File: src/rtl/imm_gen_arbiter.sv
// imm_gen_arbiter
// Shares one combinational immediate generator between the decode stage
// (req0) and the fetch-stage branch-target predictor (req1). At most one
// request is granted per cycle. The opcode of the granted instruction is
// decoded into the generator's format select. The generator's immediate is
// captured into a one-entry valid/ready output register.
module imm_gen_arbiter #(
  parameter int TAG_W      = 4,
  parameter int PRIO_FIXED = 0
) (
  input  logic             clk,
  input  logic             rst,
  input  logic             req0_valid,
  input  logic [31:0]      req0_instr,
  input  logic [TAG_W-1:0] req0_tag,
  output logic             req0_ready,
  input  logic             req1_valid,
  input  logic [31:0]      req1_instr,
  input  logic [TAG_W-1:0] req1_tag,
  output logic             req1_ready,
  output logic [2:0]       imm_sel,
  output logic [31:0]      imm_instr,
  input  logic [31:0]      imm_in,
  output logic             out_valid,
  output logic [31:0]      out_imm,
  output logic             out_src,
  output logic [TAG_W-1:0] out_tag,
  output logic             out_illegal,
  input  logic             out_ready
);

  localparam logic [2:0] SEL_I = 3'b000;
  localparam logic [2:0] SEL_S = 3'b001;
  localparam logic [2:0] SEL_B = 3'b010;
  localparam logic [2:0] SEL_U = 3'b011;
  localparam logic [2:0] SEL_J = 3'b100;

  // Returns {illegal, select} for a 7-bit opcode. JALR deliberately maps to
  // the I format; the J path of the generator is reserved for JAL.
  function automatic logic [3:0] decode_opcode(input logic [6:0] opcode);
    logic [3:0] res;
    case (opcode)
      7'b0010011, 7'b0000011, 7'b1100111: res = {1'b0, SEL_I};
      7'b0100011:                         res = {1'b0, SEL_S};
      7'b1100011:                         res = {1'b0, SEL_B};
      7'b0110111, 7'b0010111:             res = {1'b0, SEL_U};
      7'b1101111:                         res = {1'b0, SEL_J};
      default:                            res = {1'b1, SEL_I};
    endcase
    return res;
  endfunction

  logic             accept_s;
  logic             grant_any_s;
  logic             grant_idx_s;
  logic             rr_last_r;
  logic [31:0]      granted_instr_s;
  logic [TAG_W-1:0] granted_tag_s;
  logic [3:0]       decode_s;
  logic             illegal_s;

  // Arbitration: pick at most one requester when the output slot can take a result.
  always_comb begin
    accept_s    = ~out_valid | out_ready;
    grant_any_s = 1'b0;
    grant_idx_s = 1'b0;
    if (!rst && accept_s) begin
      if (req0_valid && req1_valid) begin
        grant_any_s = 1'b1;
        if (PRIO_FIXED != 0) begin
          grant_idx_s = 1'b0;
        end else begin
          // Round-robin: serve whichever requester was not served last.
          grant_idx_s = (rr_last_r == 1'b0) ? 1'b1 : 1'b0;
        end
      end else if (req0_valid) begin
        grant_any_s = 1'b1;
        grant_idx_s = 1'b0;
      end else if (req1_valid) begin
        grant_any_s = 1'b1;
        grant_idx_s = 1'b1;
      end else begin
        grant_any_s = 1'b0;
        grant_idx_s = 1'b0;
      end
    end else begin
      grant_any_s = 1'b0;
      grant_idx_s = 1'b0;
    end
  end

  // Route the granted request to the generator and decode its opcode.
  always_comb begin
    granted_instr_s = 32'h0000_0000;
    granted_tag_s   = {TAG_W{1'b0}};
    decode_s        = {1'b0, SEL_I};
    if (grant_any_s) begin
      if (grant_idx_s) begin
        granted_instr_s = req1_instr;
        granted_tag_s   = req1_tag;
      end else begin
        granted_instr_s = req0_instr;
        granted_tag_s   = req0_tag;
      end
      decode_s = decode_opcode(granted_instr_s[6:0]);
    end else begin
      granted_instr_s = 32'h0000_0000;
      granted_tag_s   = {TAG_W{1'b0}};
      decode_s        = {1'b0, SEL_I};
    end
    illegal_s  = decode_s[3];
    imm_sel    = decode_s[2:0];
    imm_instr  = granted_instr_s;
    req0_ready = grant_any_s & ~grant_idx_s;
    req1_ready = grant_any_s & grant_idx_s;
  end

  // Remember the last served requester; untouched on cycles with no grant.
  always_ff @(posedge clk or posedge rst) begin
    if (rst) begin
      rr_last_r <= 1'b1;
    end else if (grant_any_s) begin
      rr_last_r <= grant_idx_s;
    end else begin
      rr_last_r <= rr_last_r;
    end
  end

  // One-entry result register: load on grant, drain on out_ready, else hold.
  always_ff @(posedge clk or posedge rst) begin
    if (rst) begin
      out_valid   <= 1'b0;
      out_imm     <= 32'h0000_0000;
      out_src     <= 1'b0;
      out_tag     <= {TAG_W{1'b0}};
      out_illegal <= 1'b0;
    end else if (grant_any_s) begin
      out_valid   <= 1'b1;
      out_imm     <= illegal_s ? 32'h0000_0000 : imm_in;
      out_src     <= grant_idx_s;
      out_tag     <= granted_tag_s;
      out_illegal <= illegal_s;
    end else if (out_ready) begin
      out_valid   <= 1'b0;
    end else begin
      out_valid   <= out_valid;
    end
  end

endmodule
File: config.mk
export PLATFORM = sky130hd
export DESIGN_NAME = imm_gen_arbiter
export DESIGN_NICKNAME = d
export VERILOG_FILES = /design/src/rtl/imm_gen_arbiter.sv
export SDC_FILE = /design/constraint.sdc
export NUM_CORES = 1
export LEC_CHECK = 0
export ABC_AREA = 1
export CAP_MARGIN = 10
export CORE_ASPECT_RATIO = 1.1
export CORE_MARGIN = 2
export CORE_UTILIZATION = 36
export CTS_BUF_LIST = sky130_fd_sc_hd__clkbuf_8
export CTS_CLUSTER_SIZE = 12
export DETAILED_ROUTE_END_ITERATION = 8
export PLACE_DENSITY = 0.85
export SETUP_SLACK_MARGIN = 0.02
export SYNTH_ARGS = -nofsm -noshare
export SYNTH_HDL_FRONTEND = slang
export SYNTH_SLANG_ARGS = --single-unit
File: constraint.sdc
create_clock -name clk -period 3.9 [get_ports clk]
set_clock_uncertainty 0.15 [all_clocks]
set_input_delay 0.585 -clock clk [delete_from_list [all_inputs] [get_ports clk]]
set_output_delay 0.585 -clock clk [all_outputs]
set_load 0.01 [all_outputs]
==> impl_metrics.yaml, run 1 <==
yosys:
  yosysUniqueCellTypes: 28
  synth-edff-count: 0
  synth_flop_cell: "dfrtp_1"
  yosys.area_share.xor_xnor_pct: 0
  yosysTopAreaCell: "dfrtp_1"
  synth_seq_cells: 40
  synth_area_um2: 2460
  muxShareOfSynthArea_pct: 0
  synth-simple-area-share_pct: 39.1
  synth_top_family_by_area: "simple AND/OR/NAND/NOR gates"
  syn_area_per_cell_um2: 8.87
  synth_compound_area_share_pct: 12.1
  yosysMostFrequentCell: "nand2_1"
  yosys-top-cells-area: "dfrtp_1, nand2_1, nand3_2"
  synth_top_area_share_pct: 39.7
  synth_cells: 277
  synth.net_count: 386
  synthAdderAreaFrac_pct: 0
  seq_area_frac_synth_pct: 40.8
  yosys-top-cells-count: "nand2_1, dfrtp_1, nand3_2, a22o_1"
  ys_warn_count: 0
  async_reset_ff_share_pct: 100
place:
  io_buffers: 184
  place.gp.congestion: 0.833
  hpwl_mm: 6.49
  placedInstanceArea_um2: 4320
  placed_cells: 528
timing:
  report.final.slew_viol_count: 0
  tns_ns: 0
  grt_setup_unrepaired: "false"
  fmax_mhz: 277
  hold_viol: 0
  worst_slew_pin_slew_ns: 0.729
  slew_headroom_pct: 51.3
  min_period_ns: 3.62
  final.period_utilization_pct: 92.7
  setup_viol: 0
layout:
  final_util_pct: 66.8
  area_growth_pct: 79.2
  fin_nets: 562
  antenna_cells: 0
  fin_cells: 535
  drive_gt1_share_pct: 16.1
  fin_area_um2: 4400
global_routing:
  antenna_found_initial: 0
  grt_overflow: 0
  grt_usage_pct: 21.8
  grt_max_degree: 43
  grt_pass1_wl_mm: 12.6
  first_global_vias: 2754
worst_setup_path:
  rrSetupSlack_ns: 1.35
  ff2ff_path_depth: 9
  arrival_ns: 2.88
  crit_fanout: 10
  crit_type: "primary input to output pin"
  rr_endpoint: "out_illegal"
  r2r-start: "out_valid"
  worstPathRequired_ns: 3.16
  setup.worst_path.end_class: "output pin"
  critPathLaunchType: "primary input"
clock_tree:
  ctsHoldBuffers: 0
  cts_buffers: 5
  clk_latency_ns: 0.29
  clock-root-buffer: "clkbuf_8"
  post_cts_buffers: 0
  cts_tree: "done"
  cts.repair.resized: 0
  cts.sinks: 40
  clockBufferDepth: 2
  clk_pin_slew_ns: 0.07
  htreeDepth: 2
pwr:
  power_switching_w: 0.000354
  p_sw_share_pct: 30.3
  power.density_nw_per_um2: 265
  seqPwrFrac_pct: 39.6
  p_leak_nw: 1.98
  peakVddDrop_uv: 169
  clkPwrFrac_pct: 22.5
  pwr-share-comb_pct: 37.9
  internal_power_w: 0.000815
drt:
  drtAntennaViolNets: 0
  finalWirelength_mm: 8.24
  wire_per_inst_um: 15.4
  drt_iter0_drc: 101
  num_vias: 2633
  first_pass_iters: 4
  viasPerCell: 4.92
  drc: 0
run_status:
  outcome: "completed"
die:
  dieWidth_um: 82.8
  std_cell_rows: 31
  dieArea_um2: 7500
  core_area_um2: 6590
  io_pins: 185
  die_h_um: 90.7
  floorplan.initialDensity_pct: 37.3
hold_path:
  min-delay-start: "rr_last_r"
  min_path_type: "flip-flop to flip-flop"
  hold_depth: 2
  worstHoldEndpoint: "rr_last_r"
flow_run:
  maxCapViolCount: 0
-- power by group through the flow --
| stage | Sequential (W) | Combinational, W | Clock, W |
|---|---|---|---|
| 4_1_cts | 0.000463 | 0.000447 | 0.000274 |
| 5_1_grt | 0.000467 | 0.000475 | 0.000292 |
| 3_5_place_dp | 0.000471 | 0.000445 | 0 |
| 2_1_floorplan | 0.000484 | 0.000172 | 0 |
| 6_report | 0.000463 | 0.000443 | 0.000263 |
| 3_3_place_gp | 0.000470 | 0.000439 | 0 |
-- through the flow --
step | hold WS, ns | total power [W] | setup WS, ns
4_1_cts | 0.330 | 0.00118 | 0.248
5_1_grt | 0.352 | 0.00123 | 0.133
2_1_floorplan | 0.294 | 0.000656 | 1.06
3_3_place_gp | 0.305 | 0.000909 | 0.277
6_report | 0.324 | 0.00117 | 0.285
3_5_place_dp | 0.314 | 0.000916 | 0.266
-- sequential cells by signal (all words and copies together) (netlist names) --
| signal | count |
|---|---|
| out_src | 1 |
| out_valid | 1 |
| rr_last_r | 1 |
| out_tag | 4 |
| out_illegal | 1 |
| out_imm | 32 |
-- critical path, cell delays in order --
cell,delay (ns)
clkdlybuf4s50_1,0.46
nand2_1,0.11
nand2_2,0.09
nor2_4,0.28
nand2_1,0.13
nand2_1,0.10
nand2_2,0.11
inv_2,0.09
nand3_2,0.12
a21oi_1,0.21
clkdlybuf4s50_1,0.60
-- area by class of cell --
cell class	count	area, um2
clock inverters	2	12.5
fillers	538	2190
well taps	82	103
inverters	13	48.8
repair buffers	190	1900
flip-flops and latches	40	1000
multi-input cells	203	1270
clock buffers	5	68.8
-- cell families after synthesis --
| group | Yosys count |
|---|---|
| simple gates | 166 |
| flops | 40 |
| compound gates | 37 |
| buf+inv | 34 |
-- per-layer routing --
| metal | vias to the layer above | global-route usage, % | wire (um) |
|---|---|---|---|
| li1 | 1260 | - | - |
| met1 | 1224 | 21.3 | 2870 |
| met2 | 125 | 41.6 | 4490 |
| met3 | 24 | 5.40 | 594 |
| met4 | 0 | 8.74 | 286 |
| met5 | - | 0 | 0 |
-- placed cells by master (no fill, tap or decap), drive strengths merged --
| cell | n |
|---|---|
| clkdlybuf4s50 | 184 |
| nand2 | 112 |
| nand3 | 40 |
| dfrtp | 39 |
| a22o | 25 |
| inv | 13 |
| nor2 | 11 |
| a21oi | 6 |
| buf | 6 |
| clkbuf | 5 |
| o21ai | 5 |
| nand4 | 2 |
| o21bai | 1 |
| nor4 | 1 |
| clkinvlp | 1 |
| clkinv | 1 |
| dfstp | 1 |
-- worst max path at each step --
stage	start	endpoint	slack, ns	cells past startpoint
after CTS	req0_valid	imm_sel[1]	0.25	11
after floorplan	rst	imm_sel[1]	1.06	11
after detailed placement	req0_valid	imm_sel[1]	0.27	11
after global placement	req0_valid	imm_sel[1]	0.28	11
final	req0_valid	imm_sel[1]	0.28	11
after global routing	req0_valid	imm_sel[1]	0.13	11
No activity file was read; power rests on OpenSTA's default activity.
==> run 2: changes to the inputs <==
--- a/config.mk
+++ b/config.mk
@@ -9,11 +9,10 @@
 export CAP_MARGIN = 10
 export CORE_ASPECT_RATIO = 1.1
 export CORE_MARGIN = 2
-export CORE_UTILIZATION = 36
-export CTS_BUF_LIST = sky130_fd_sc_hd__clkbuf_8
+export CORE_UTILIZATION = 31
 export CTS_CLUSTER_SIZE = 12
 export DETAILED_ROUTE_END_ITERATION = 8
-export PLACE_DENSITY = 0.85
+export PLACE_DENSITY = 0.78
 export SETUP_SLACK_MARGIN = 0.02
 export SYNTH_ARGS = -nofsm -noshare
 export SYNTH_HDL_FRONTEND = slang
==> constraint.sdc (replaced) <==
create_clock -name clk -period 2.9 [get_ports clk]
set_clock_uncertainty 0.15 [all_clocks]
set_input_delay 0.435 -clock clk [delete_from_list [all_inputs] [get_ports clk]]
set_output_delay 0.435 -clock clk [all_outputs]
set_load 0.01 [all_outputs]
==> run 2 against run 1 <==
Compared with the run above:
- worst hold slack got worse by 0.0027 ns
- via count rose by 2.8%
- register-to-register slack got worse by 0.67 ns
- clock power rose by 80%
- global-route usage fell by 0.78 points
- die area rose by 15%
- routed wire length rose by 10%
- total power rose by 46%
- largest cell class unchanged
==> impl_metrics.yaml, run 2 (synthesis gave the netlist of run 1 again) <==
run_status:
  outcome: "completed"
worst_setup_path:
  setup.worst_path.end_class: "output pin"
  rrSetupSlack_ns: 0.68
  ff2ff_path_depth: 14
  worstPathRequired_ns: 2.32
  critPathLaunchType: "primary input"
  endpoint: "imm_instr[4]"
  startpoint: "out_ready"
  rr_endpoint: "out_imm[22]"
  arrival_ns: 2.19
  crit_fanout: 10
  crit_type: "primary input to output pin"
  r2r-start: "rr_last_r"
  crit_chain: "clkdlybuf4s50_1 -> inv_2 -> a21oi_4 -> buf_4 -> o21ai_4 -> buf_4 -> nor2_1 -> clkdlybuf4s50_1"
  slowest_delay_ns: 0.54
  cp_slowest_cell: "clkdlybuf4s50_1"
place:
  place.gp.congestion: 0.998
  pre_cts_ws_ns: -0.143
  hpwl_mm: 7.28
  io_buffers: 184
timing:
  slew_headroom_pct: 65.8
  fmax_mhz: 360
  final.period_utilization_pct: 95.8
  worst_slew_pin_slew_ns: 0.514
  report.final.slew_viol_count: 0
  setup_viol: 0
  grt_setup_unrepaired: "false"
  setup_ws_ns: 0.121
  whs_ns: 0.322
  hold_viol: 0
  min_period_ns: 2.78
clock_tree:
  htreeDepth: 2
  clk_latency_ns: 0.29
  ctsHoldBuffers: 0
  clk_pin_slew_ns: 0.09
  clock-root-buffer: "clkbuf_8"
  clockBufferDepth: 2
  cts_buffers: 5
  cts.sinks: 40
  cts_tree: "done"
drt:
  drt_iter0_drc: 62
  num_vias: 2708
  finalWirelength_mm: 9.08
  first_pass_iters: 4
  wire_per_inst_um: 15.5
  viasPerCell: 4.61
  drc: 0
  drtAntennaViolNets: 0
global_routing:
  met3_usage_pct: 4.59
  first_global_vias: 2796
  antenna_found_initial: 1
  grtUsageMet1_pct: 24.4
  grt_max_degree: 41
  grt_pass1_wl_mm: 14.1
  grt_overflow: 0
  top_usage_layer: "met2"
  grt_usage_pct: 21.0
  grt.met2_usage_pct: 36.6
layout:
  area_growth_pct: 89.2
  max_flop_register: "out_imm"
  final_common_cell: "clkdlybuf4s50_1"
  fill_cells: 703
  mostFrequentLayoutCells: "clkdlybuf4s50_1, nand2_1, dfrtp_1"
  largest_reg_flops: 32
  top_regs: "out_imm: 32 flops, out_tag: 4 flops"
  fin_nets: 586
  drive_gt1_share_pct: 21.1
die:
  io_pins: 185
  dieWidth_um: 88.9
  std_cell_rows: 34
  die_h_um: 97.4
  dieArea_um2: 8660
  core_area_um2: 7780
  floorplan.initialDensity_pct: 31.6
pwr:
  peakVddDrop_uv: 334
  p_leak_nw: 2.29
  power.density_nw_per_um2: 368
flow_run:
  maxCapViolCount: 0
hold_path:
  min_path_type: "flip-flop to flip-flop"
## run 2: what timing repair did
action	in CTS	in global routing
gates resized for setup	30	14
buffers inserted	0	0
setup endpoints to repair	30	9
cloned	0	0
## run 2: final cells by class
| type | count | area [um2] | share of cell area, % |
|---|---|---|---|
| diodes | 1 | 2.50 | 0.0538 |
| clock buffers | 5 | 68.8 | 1.48 |
| clock inverters | 3 | 46.3 | 0.996 |
| inverters | 13 | 48.8 | 1.05 |
| multi-input cells | 203 | 1270 | 27.4 |
| flip-flops and latches | 40 | 1000 | 21.6 |
| well taps | 108 | 135 | 2.91 |
| repair buffers | 214 | 2070 | 44.6 |
## run 2: worst min path at each step
| stage | startpoint | to | slack, ns | cells after the start |
|---|---|---|---|---|
| floorplan | rst | out_illegal | 0.28 | 1 |
| global placement | rr_last_r | rr_last_r | 0.31 | 2 |
| detailed placement | rr_last_r | rr_last_r | 0.31 | 2 |
| CTS | rr_last_r | rr_last_r | 0.33 | 2 |
| global route | rr_last_r | rr_last_r | 0.35 | 2 |
| finish | rr_last_r | rr_last_r | 0.32 | 2 |
## run 2: metrics by stage
step | area, um2 | total power, W | instances | TNS, ns | util [%]
2_1_floorplan | 2460 | 0.000882 | 277 | 0 | -
3_3_place_gp | 4550 | 0.00127 | 578 | -2.01 | 58.4
3_5_place_dp | 4550 | 0.00128 | 578 | -2.46 | 58.4
4_1_cts | 4630 | 0.00173 | 586 | -0.0197 | 59.5
5_1_grt | 4650 | 0.00181 | 587 | 0 | 59.7
6_report | 4650 | 0.00171 | 587 | 0 | 59.7
## run 2: report_power, final
group / switching [W] / leakage, nW / internal, W / total [W]
Combinational: 0.000272 / 1.70 / 0.000341 / 0.000612
Sequential: 0.0000256 / 0.538 / 0.000600 / 0.000625
Clock: 0.000213 / 0.0548 / 0.000259 / 0.000473
Total: 0.000510 / 2.29 / 0.00120 / 0.00171
## run 2: critical path: cells and delay by family
family	cells	cell delay, ns
buffers and inverters	5	1.39
AO/OA/AOI/OAI	2	0.24
AND/OR/NAND/NOR	1	0.12
## run 2: per-layer routing
metal / routed length (um) / part of all wire (%) / vias up
met5: 0 / 0 / -
met4: 278 / 3.1 / 0
met3: 774 / 8.5 / 17
met2: 4600 / 51 / 124
met1: 3430 / 38 / 1253
li1: - / - / 1314
==> run 3: changes to the inputs <==
--- a/config.mk
+++ b/config.mk
@@ -9,10 +9,10 @@
 export CAP_MARGIN = 10
 export CORE_ASPECT_RATIO = 1.1
 export CORE_MARGIN = 2
-export CORE_UTILIZATION = 31
+export CORE_UTILIZATION = 34
 export CTS_CLUSTER_SIZE = 12
 export DETAILED_ROUTE_END_ITERATION = 8
-export PLACE_DENSITY = 0.78
+export PLACE_DENSITY = 0.81
 export SETUP_SLACK_MARGIN = 0.02
 export SYNTH_ARGS = -nofsm -noshare
 export SYNTH_HDL_FRONTEND = slang
==> constraint.sdc (replaced) <==
create_clock -name clk -period 3.03 [get_ports clk]
set_clock_uncertainty 0.15 [all_clocks]
set_input_delay 0.4545 -clock clk [delete_from_list [all_inputs] [get_ports clk]]
set_output_delay 0.4545 -clock clk [all_outputs]
set_load 0.01 [all_outputs]
==> run 3 against run 2 <==
Compared with the run above:
- sequential power fell by 4.3%
- die area fell by 8.5%
- sequential share of layout area fell by 0.12 points
- setup slack got worse by 0.021 ns
- non-clock buffer count rose by 1
- highest routed layer is now met5
- largest power group unchanged
- global-route usage fell by 0.39 points
- first-iteration DRC count fell by 18%
- via count fell by 0.52%
==> impl_metrics.yaml, run 3 (synthesis gave the netlist of run 1 again) <==
die:
  io_pins: 185
  std_cell_rows: 32
  core_area_um2: 7010
  floorplan.initialDensity_pct: 35.1
  dieArea_um2: 7920
  die_h_um: 93.2
  dieWidth_um: 85.1
worst_setup_path:
  r2r-start: "rr_last_r"
  worstPathRequired_ns: 2.43
  arrival_ns: 2.33
  crit_type: "primary input to output pin"
  rrSetupSlack_ns: 0.84
  rr_endpoint: "out_illegal"
  setup.worst_path.end_class: "output pin"
  ff2ff_path_depth: 13
  crit_fanout: 21
  critPathLaunchType: "primary input"
timing:
  hold_viol: 0
  report.final.slew_viol_count: 0
  fmax_mhz: 341
  min_period_ns: 2.93
  worst_slew_pin_slew_ns: 0.510
  grt_setup_unrepaired: "false"
  slew_headroom_pct: 66.0
  final.period_utilization_pct: 96.7
  tns_ns: 0
  setup_viol: 0
pwr:
  p_leak_nw: 2.35
  clkPwrFrac_pct: 27.9
  p_sw_share_pct: 28.6
  internal_power_w: 0.00118
  peakVddDrop_uv: 298
  power.density_nw_per_um2: 353
  power_switching_w: 0.000473
  seqPwrFrac_pct: 36.2
  pwr-share-comb_pct: 35.9
drt:
  finalWirelength_mm: 8.32
  drc: 0
  wire_per_inst_um: 14.8
  num_vias: 2694
  viasPerCell: 4.78
  drt_iter0_drc: 51
  first_pass_iters: 4
  drtAntennaViolNets: 0
global_routing:
  grt_overflow: 0
  first_global_vias: 2795
  grt_max_degree: 41
  grt_usage_pct: 20.6
  grt_pass1_wl_mm: 13.1
  antenna_found_initial: 1
layout:
  seq_area_um2: 1000
  largest_reg_flops: 32
  antenna_cells: 0
  fill_cells: 615
  final_common_cell: "clkdlybuf4s50_1"
  drive_gt1_share_pct: 20.7
  max_flop_register: "out_imm"
  multi_input_area_um2: 1270
  fin_cells: 564
  top_regs: "out_imm: 32 flops, out_tag: 4 flops"
  fin_nets: 587
  mostFrequentLayoutCells: "clkdlybuf4s50_1, nand2_1, dfrtp_1"
  area_growth_pct: 90.3
hold_path:
  worstHoldEndpoint: "rr_last_r"
  min-delay-start: "rr_last_r"
  hold_depth: 2
  min_path_type: "flip-flop to flip-flop"
clock_tree:
  clockBufferDepth: 2
  ctsHoldBuffers: 0
  cts.sinks: 40
  cts_buffers: 5
  clk_latency_ns: 0.28
  clk_pin_slew_ns: 0.07
  clock-root-buffer: "clkbuf_8"
  htreeDepth: 2
  cts_tree: "done"
place:
  place.gp.congestion: 0.830
  hpwl_mm: 6.55
  io_buffers: 184
  placed_cells: 554
flow_run:
  maxCapViolCount: 0
run_status:
  outcome: "completed"
-- run 3: timing repair --
action / in CTS / in global routing
resized for setup: 21 / 10
cloned: 0 / 1
setup endpoints to repair: 28 / 10
buffers inserted: 0 / 1
-- run 3: how the worst max path moves through the flow --
| stage | startpoint | cells past startpoint | end | slack, ns |
|---|---|---|---|---|
| after floorplan | rst | 11 | imm_sel[1] | 0.45 |
| after global placement | rst | 10 | imm_sel[2] | -0.11 |
| after detailed placement | out_ready | 12 | imm_sel[0] | -0.13 |
| after CTS | rst | 9 | imm_instr[21] | 0.02 |
| after global routing | rst | 9 | imm_instr[6] | 0.03 |
| final | rst | 8 | imm_instr[4] | 0.1 |
-- run 3: metal layers --
metal | vias to the layer above | part of all wire (%) | global-route usage, %
li1 | 1308 | - | -
met1 | 1249 | 38 | 21.5
met2 | 127 | 52 | 39.4
met3 | 8 | 9.1 | 6.53
met4 | 2 | 0.99 | 5.42
met5 | - | 0.19 | 0
-- run 3: metrics by stage --
| stage | hold slack, ns | util [%] | worst slack (ns) | power (W) | area (um2) |
|---|---|---|---|---|---|
| final | 0.323 | 66.7 | 0.0997 | 0.00165 | 4680 |
| after global routing | 0.353 | 66.7 | 0.0253 | 0.00175 | 4680 |
| after CTS | 0.325 | 65.9 | 0.0209 | 0.00167 | 4620 |
| after detailed placement | 0.313 | 64.4 | -0.130 | 0.00121 | 4510 |
| after global placement | 0.305 | 64.4 | -0.107 | 0.00120 | 4510 |
| after floorplan | 0.294 | - | 0.449 | 0.000844 | 2460 |
-- run 3: cell type report --
| cell class | instances | area share (%) |
|---|---|---|
| Tap cell | 85 | 2.27 |
| Clock inverter | 2 | 0.830 |
| Timing Repair Buffer | 215 | 45.4 |
| Clock buffer | 6 | 1.77 |
| Sequential cell | 40 | 21.4 |
| Multi-Input combinational cell | 203 | 27.3 |
| Inverter | 13 | 1.04 |
-- run 3: power groups by stage --
| stage | Combinational, W | Sequential [W] | Clock [W] |
|---|---|---|---|
| finish | 0.000594 | 0.000598 | 0.000461 |
| global route | 0.000639 | 0.000602 | 0.000507 |
| CTS | 0.000594 | 0.000598 | 0.000477 |
| detailed placement | 0.000605 | 0.000607 | 0 |
| global placement | 0.000595 | 0.000606 | 0 |
| floorplan | 0.000221 | 0.000623 | 0 |
-- run 3: critical path: stages --
cell,delay [ns]
clkdlybuf4s50_1,0.43
buf_4,0.16
a21oi_4,0.15
buf_4,0.15
o21ai_4,0.08
buf_4,0.22
nor2_1,0.12
clkdlybuf4s50_1,0.56
